### src/rtl/mem_store_buf.sv
// Store buffer between the memory stage and the data-memory write port.
// Aligns stores onto 8-byte beats, drains in order, supports fences.
module mem_store_buf #(
   parameter int DEPTH = 4,
   parameter int AW    = 64,
   parameter int DW    = 64
) (
   input  logic          clock,
   input  logic          reset_n,
   input  logic          req_valid,
   output logic          req_ready,
   input  logic [AW-1:0] req_addr,
   input  logic [DW-1:0] req_data,
   input  logic [1:0]    req_size,
   output logic          mem_wen,
   output logic [AW-1:0] mem_waddr,
   output logic [DW-1:0] mem_wdata,
   output logic [7:0]    mem_wmask,
   input  logic          mem_wready,
   input  logic [AW-1:0] ld_addr,
   output logic          ld_hit,
   input  logic          fence,
   output logic          fence_done,
   output logic          err_misaligned,
   output logic          busy
);

   localparam int PW = $clog2(DEPTH);
   localparam int CW = PW + 1;
   localparam logic [AW-1:0] BEAT_MASK = AW'(64'h0000_0000_7fff_fff8);

   typedef enum logic {S_IDLE, S_FENCE} state_e;

   state_e        state_q, state_d;
   logic [PW-1:0] head_q, head_d;
   logic [PW-1:0] tail_q, tail_d;
   logic [CW-1:0] count_q, count_d;
   logic          err_q;

   logic [AW-1:0] addr_q [DEPTH];
   logic [DW-1:0] data_q [DEPTH];
   logic [7:0]    mask_q [DEPTH];

   logic [2:0]    off;
   logic          misal;
   logic          accept;
   logic          push;
   logic          pop;
   logic [AW-1:0] new_addr;
   logic [DW-1:0] new_data;
   logic [DW-1:0] data_sz;
   logic [7:0]    mask_sz;

   assign off      = req_addr[2:0];
   assign new_addr = req_addr & BEAT_MASK;
   assign new_data = data_sz << {off, 3'b000};

   always_comb begin
      data_sz = '0;
      mask_sz = 8'h00;
      misal   = 1'b0;
      case (req_size)
         2'd0: begin
            data_sz = {{(DW-8){1'b0}}, req_data[7:0]};
            mask_sz = 8'h01;
         end
         2'd1: begin
            data_sz = {{(DW-16){1'b0}}, req_data[15:0]};
            mask_sz = 8'h03;
            misal   = off[0];
         end
         2'd2: begin
            data_sz = {{(DW-32){1'b0}}, req_data[31:0]};
            mask_sz = 8'h0f;
            misal   = |off[1:0];
         end
         default: begin
            data_sz = req_data;
            mask_sz = 8'hff;
            misal   = |off;
         end
      endcase
   end

   assign accept = req_valid && req_ready;
   assign push   = accept && !misal;
   assign pop    = mem_wen && mem_wready;

   always_comb begin
      head_d  = head_q;
      tail_d  = tail_q;
      count_d = count_q;
      if (push) tail_d = tail_q + 1'b1;
      if (pop)  head_d = head_q + 1'b1;
      case ({push, pop})
         2'b10:   count_d = count_q + 1'b1;
         2'b01:   count_d = count_q - 1'b1;
         default: count_d = count_q;
      endcase
   end

   always_ff @(posedge clock or negedge reset_n) begin
      if (!reset_n) begin
         head_q  <= '0;
         tail_q  <= '0;
         count_q <= '0;
         err_q   <= 1'b0;
         for (int i = 0; i < DEPTH; i++) begin
            addr_q[i] <= '0;
            data_q[i] <= '0;
            mask_q[i] <= '0;
         end
      end else begin
         head_q  <= head_d;
         tail_q  <= tail_d;
         count_q <= count_d;
         err_q   <= accept && misal;
         if (push) begin
            addr_q[tail_q] <= new_addr;
            data_q[tail_q] <= new_data;
            mask_q[tail_q] <= mask_sz << off;
         end
      end
   end

   always_ff @(posedge clock or negedge reset_n) begin
      if (!reset_n) state_q <= S_IDLE;
      else          state_q <= state_d;
   end

   always_comb begin
      state_d = state_q;
      case (state_q)
         S_IDLE:  if (fence) state_d = S_FENCE;
         S_FENCE: if (count_q == '0) state_d = S_IDLE;
         default: state_d = S_IDLE;
      endcase
   end

   always_comb begin
      req_ready  = (count_q != CW'(DEPTH)) && (state_q == S_IDLE);
      fence_done = (state_q == S_FENCE) && (count_q == '0);
   end

   // Entry i is live when its distance from head is below count.
   always_comb begin
      ld_hit = 1'b0;
      for (int i = 0; i < DEPTH; i++) begin
         if (({1'b0, PW'(i) - head_q} < count_q) &&
             (addr_q[i] == (ld_addr & BEAT_MASK)))
            ld_hit = 1'b1;
      end
   end

   assign mem_wen        = (count_q != '0);
   assign busy           = (count_q != '0);
   assign mem_waddr      = addr_q[head_q];
   assign mem_wdata      = data_q[head_q];
   assign mem_wmask      = mask_q[head_q];
   assign err_misaligned = err_q;

endmodule

### config.mk
export PLATFORM = sky130hd
export DESIGN_NAME = mem_store_buf
export DESIGN_NICKNAME = d
export VERILOG_FILES = /design/src/rtl/mem_store_buf.sv
export SDC_FILE = /design/constraint.sdc
export NUM_CORES = 1
export LEC_CHECK = 0
export CORE_MARGIN = 2
export CORE_UTILIZATION = 54
export DETAILED_ROUTE_END_ITERATION = 16
export GPL_TIMING_DRIVEN = 0
export PLACE_DENSITY = 0.86
export SLEW_MARGIN = 20
export SYNTH_ARGS = -nofsm -noshare
export SYNTH_HDL_FRONTEND = slang
export SYNTH_SLANG_ARGS = --single-unit
### constraint.sdc
create_clock -name clock -period 3.95 [get_ports clock]
set_clock_uncertainty 0.2 [all_clocks]
set_input_delay 0.395 -clock clock [delete_from_list [all_inputs] [get_ports clock]]
set_output_delay 0.395 -clock clock [all_outputs]
set_load 0.03 [all_outputs]
# ---- Yosys cells after proc, flatten, opt, wreduce, memory -nomap -nowiden
# Cells that the tools add are included.
dict set report word_totals {
  output_inout_bits 142
  in_bits 199
  reg_bits 553
  wordCells 91
}
dict set report op_classes {
  mux 27
  shift 2
  add_sub_neg 8
  n_reduce_logical 18
  magnitude_cmp 7
  n_bitwise 3
  eq_ne 9
}
# cell count
set ops {}
lappend ops {{256-bit bitwise mux} 2}
lappend ops {{64-bit two-way mux} 5}
lappend ops {{64-bit binary-select mux with 2-bit select} 2}
lappend ops {{64-bit by 31-bit == test with 1-bit output} 4}
lappend ops {{64-bit case mux with 3 select lines} 1}
lappend ops {{64-bit demux with 2-bit select} 1}
lappend ops {{64-bit by 6-bit left shift with 64-bit output} 1}
lappend ops {{32-bit bitwise mux} 1}
lappend ops {{8-bit two-way mux} 3}
lappend ops {{8-bit case mux with 3 select lines} 1}
lappend ops {{8-bit binary-select mux with 2-bit select} 1}
lappend ops {{8-bit demux with 2-bit select} 1}
lappend ops {{2-bit by 3-bit less-than comparator with 1-bit output} 4}
lappend ops {{1-bit logical AND} 11}
lappend ops {{8-bit by 3-bit left shift with 8-bit output} 1}
lappend ops {{3-bit >= comparator (second input constant)} 2}
lappend ops {{1-bit two-way mux} 6}
lappend ops {{2-bit inverter with 3-bit output} 2}
lappend ops {{3-bit case mux with 2 select lines} 1}
lappend ops {{2-bit by 1-bit adder with 2-bit output (second input constant)} 2}
lappend ops {{2-bit by 1-bit == test with 1-bit output (second input constant)} 2}
lappend ops {{2-bit == test (second input constant)} 2}
lappend ops {{1-bit by 2-bit subtractor with 2-bit output (first input constant)} 2}
lappend ops {{2-bit subtractor (first input constant)} 2}
lappend ops {{14 further kinds} 14}

# ---- Depth between registers and ports, before layout
dict set report depth {
  depth_word 7
  depth_mapped 11
}

# ---- Least setup slack after synthesis
# Ideal clock, no wire load.
dict set report synth_path {
  path_type {register to output}
  startpoint {reg head_q[0]}
  endpoint {out ld_hit}
  required_ps 3355
  stages_incl_launch_ff 11
  t_arrival_ps 2522
  slack_ps 833
  path_buffers 3
  path_cell_list {dfrtp_1 -> clkbuf_1 -> clkbuf_1 -> buf_2 -> xor2_1 -> inv_1 -> ha_1 -> a21oi_1 -> o21ai_0 -> nor4_1 -> or4_1}
}
dict set report synth_between {
  elab_chain_len 7
}
# item line
set synth_rtl {}
lappend synth_rtl {{start: declaration} 35} ;# logic [PW-1:0] head_q, head_d;
lappend synth_rtl {{start signal: assignment} 104} ;# head_q <= '0;
lappend synth_rtl {{start signal: assignment} 114} ;# head_q <= head_d;
lappend synth_rtl {{1-bit by 2-bit subtractor with 2-bit output} 149} ;# if (({1'b0, PW'(i) - head_q} < count_q) &&
lappend synth_rtl {{2-bit by 3-bit less-than comparator with 1-bit output} 149}
lappend synth_rtl {{1-bit logical AND} 149}
lappend synth_rtl {{1-bit two-way mux (3 in series)} 149}
lappend synth_rtl {{1-bit two-way mux (*)} 149}
lappend synth_rtl {{end: declaration} 21} ;# output logic ld_hit,
# Mark *: on every way between the ends. The rest lies on a longest branch, timed or not.

# ---- Worst setup path after layout
dict set report layout_path {
  startpoint {reg head_q[1]}
  endpoint {out ld_hit}
}
# The elaborated chain is that of the path after synthesis.

==> impl_results.md <==
- Critical path's largest stage delay: 0.57 ns
- Endpoint type of the worst setup path: primary output
- Initial core utilization: 54.6%
- Placed Cells: 2717
- Slew HR: 14.5%
- CP Depth: 9
- Max Fclk: 0.257 GHz
- First-pass GRT wire length: 112 mm
- Pwr Total: 18900 uW
- Hold Crit Class: input port to flip-flop
- CP Data Arrival Time: 3.30 ns
- Detailed-route via count: 17300
- Xor and xnor area share after synthesis: 4.94%
- Hpwl dp: 53.4 mm
- Max Slew Vio Count: 0
- Drt wl/cell: 26.7 microns
- Hold Violations, Final: 0
- Max-Cap Viols: 0
- Die area: 40700 sq um
- Ranking of synthesized cells by area: dfrtp_1 (48%), mux4_2 (11%), nand2_1 (9.1%)
- Initial antenna violation count: 0
- CTS H-tree lvls: 2
- Gr ovfl total: 0
- Root Driver: clkbuf_16
- Synth Area per Inst: 10.9 sq um
- Static leakage: 0.0121 uW
- Largest net degree at the start of global routing: 103
- Cell Area, Synth: 21100 sq um
- Worst Path Buf+Inv: 3
- Clk buf depth: 3
- Synth top cells by count: nand2_1 (514), dfrtp_1 (409), mux2_2 (142)
- Inserted Clock Buffers: 43
- Core area: 38600 sq um
- Row count: 72
- Fraction of layout cells with a size suffix above 1: 19.0%
- Vias in the first global route: 17900
- Register area share after synthesis: 48.5%
- Asr flop ratio synth: 100%
- Hold Path Depth: 3
- Cell family with most CP delay: buffers and inverters
- DRT Pass-1 Iters: 8
- Cells after Synth: 1930
- Final setup fails: 0
- Yosys cell types: 49
- Die Ht: 202 microns
- Mux cell area share after synthesis: 21.4%
- Min cycle time layout: 3.90 ns
- Final non-filler cell total: 2794
- CP required: 3.36 ns
- Cells along the critical path: clkdlybuf4s15_2 -> xor2_2 -> inv_1 -> ha_1 -> a21oi_1 -> o21ai_0 -> nor4_1 -> or4_1 -> clkdlybuf4s15_2
- DR vias/cell: 6.18
- Worst hold slack: 0.0564 ns
- First DRT Iteration DRCs: 1726
- VDD IR max: 533 uV
- Total GRT Usage: 37.1%
- CTS tree: yes
- Clock sink count: 409
- Crit-path max FO: 10
- Main synth FF type: dfrtp_1
- Final #Nets: 2454
- I/O pin count: 341
- Synth area leader: dfrtp_1
- Clock transition at the registers of the reported paths: 0.06 ns
- Status: completed
- Worst-Skew Late Latency: 0.59 ns
- WL final: 74.6 mm
- R2R depth: 7
- Crit start category: flip-flop
- WS Path Type: flip-flop to primary output
- Most used cell, CP: clkdlybuf4s15_2
- DP Area: 24300 sq um
- Area Growth Syn to Fin: 22.0%
- # DRC: 0
- Most common cell in the netlist: nand2_1
- Top cell type's share of synthesized area: 48.5%
- Largest family of logic cells by synthesized area: multiplexers
- EDFF count, synth: 0
- Post-CTS setup buffer count: 0
- Tcrit/Tclk final: 98.7%
- Yosys reg bits: 409
- Post-Synth Adder-Cell Area: 0.628%
- Worst Tran Pin Value: 1.27 ns
- Ys Warns: 0
- PortBufs: 230
- Die width: 202 microns
- Slowest-stage cell, CP: clkdlybuf4s15_2
- # fillers: 2801
- Post-synthesis compound-gate area fraction: 6.68%
- Post-Synth Simple-Gate Area: 12.9%
- Post-route cell area: 25800 sq um
- GPL Wtd Cong: 1.02
- Pwr per Cell Area: 735 nW/um^2
- Antenna-violating nets left: 0
-- power by group --
| part | total (uW) | internal (uW) | switching, uW |
|---|---|---|---|
| clock network | 4000 | 2240 | 1760 |
| registers | 6690 | 5650 | 1040 |
| logic | 8220 | 3590 | 4630 |
| total | 18900 | 11500 | 7430 |
-- registers in the layout (all words and copies together) (netlist names) --
signal	flops
mask_q	32
err_misaligned	1
head_q	2
tail_q	2
count_q	3
state_q	1
data_q	256
addr_q	112
-- worst min-delay path: cells and delay by family --
family	cells	cell delay, ns
compound gates	1	0.13
buf+inv	1	0.16
simple gates	1	0.12
-- final timing paths --
kind	from	slack (ns)	to
worst max-delay path	head_q[1]	0.05	ld_hit
min in group asynchronous	reset_n	0.12	addr_q[9]
worst min register to register	mask_q[10]	0.27	mask_q[10]
worst min-delay path	req_addr[0]	0.06	err_misaligned
worst max register to register	count_q[2]	0.83	data_q[203]
max in group asynchronous	reset_n	1.73	data_q[10]
-- stage by stage --
stage,util (%),setup slack (ns),setup TNS (ns)
2_1_floorplan,-,0.833,0
3_3_place_gp,62.6,-14.77,-6015.01
3_5_place_dp,62.9,-0.627,-0.906
4_1_cts,66.6,0.0505,0
5_1_grt,66.6,-0.0375,-0.0375
6_report,66.6,0.0524,0
-- cell usage in the layout (no fill, tap or decap), drive strengths merged, types with 24 or more instances in the layout --
cell,instances
mux4,100
conb,36
nor4,24
nor2,79
buf,118
dfrtp,409
o21ai,97
xor2,84
xnor2,35
nand2,514
clkdlybuf4s50,228
a31oi,32
a21oi,38
clkbuf,114
mux2i,32
mux2,172
-- timing repair --
item,4_1_cts,5_1_grt
gates resized for setup,21,3
pin swaps,0,0
hold endpoints to repair,122,0
hold buffers,1,0
setup endpoints to repair,78,1
-- kinds of logic (layout without fill, tap and decap cells) --
group / after synthesis / after routing
buf+inv: 186 / 496
xor+xnor: 119 / 119
fa+ha+maj: 10 / 10
compound gates: 228 / 228
flops: 409 / 409
simple gates: 673 / 673
mux: 304 / 304
other cells: 1 / 37
-- cell type report --
class                           instances  area [sq um]  share of cell area (%)
Buffer                                168          1040                    4.05
Multi-Input combinational cell       1370          9960                    38.7
Inverter                               18          67.6                   0.262
Antenna cell                            1          2.50                 0.00972
Timing Repair Buffer                  235          2430                    9.43
Sequential cell                       409         10200                    39.7
Tap cell                              518           648                    2.52
Clock buffer                           63          1230                    4.78
Clock inverter                         12           138                   0.534
-- layer usage --
| metal | up-vias | share of wire (%) | global-route usage [%] |
|---|---|---|---|
| met5 | - | 0 | 0 |
| met4 | 0 | 6.9 | 22.2 |
| met3 | 257 | 9.5 | 7.92 |
| met2 | 1075 | 46 | 58.6 |
| met1 | 8689 | 37 | 47.5 |
| li1 | 7249 | - | - |
Power figures use the tool's default switching activity.
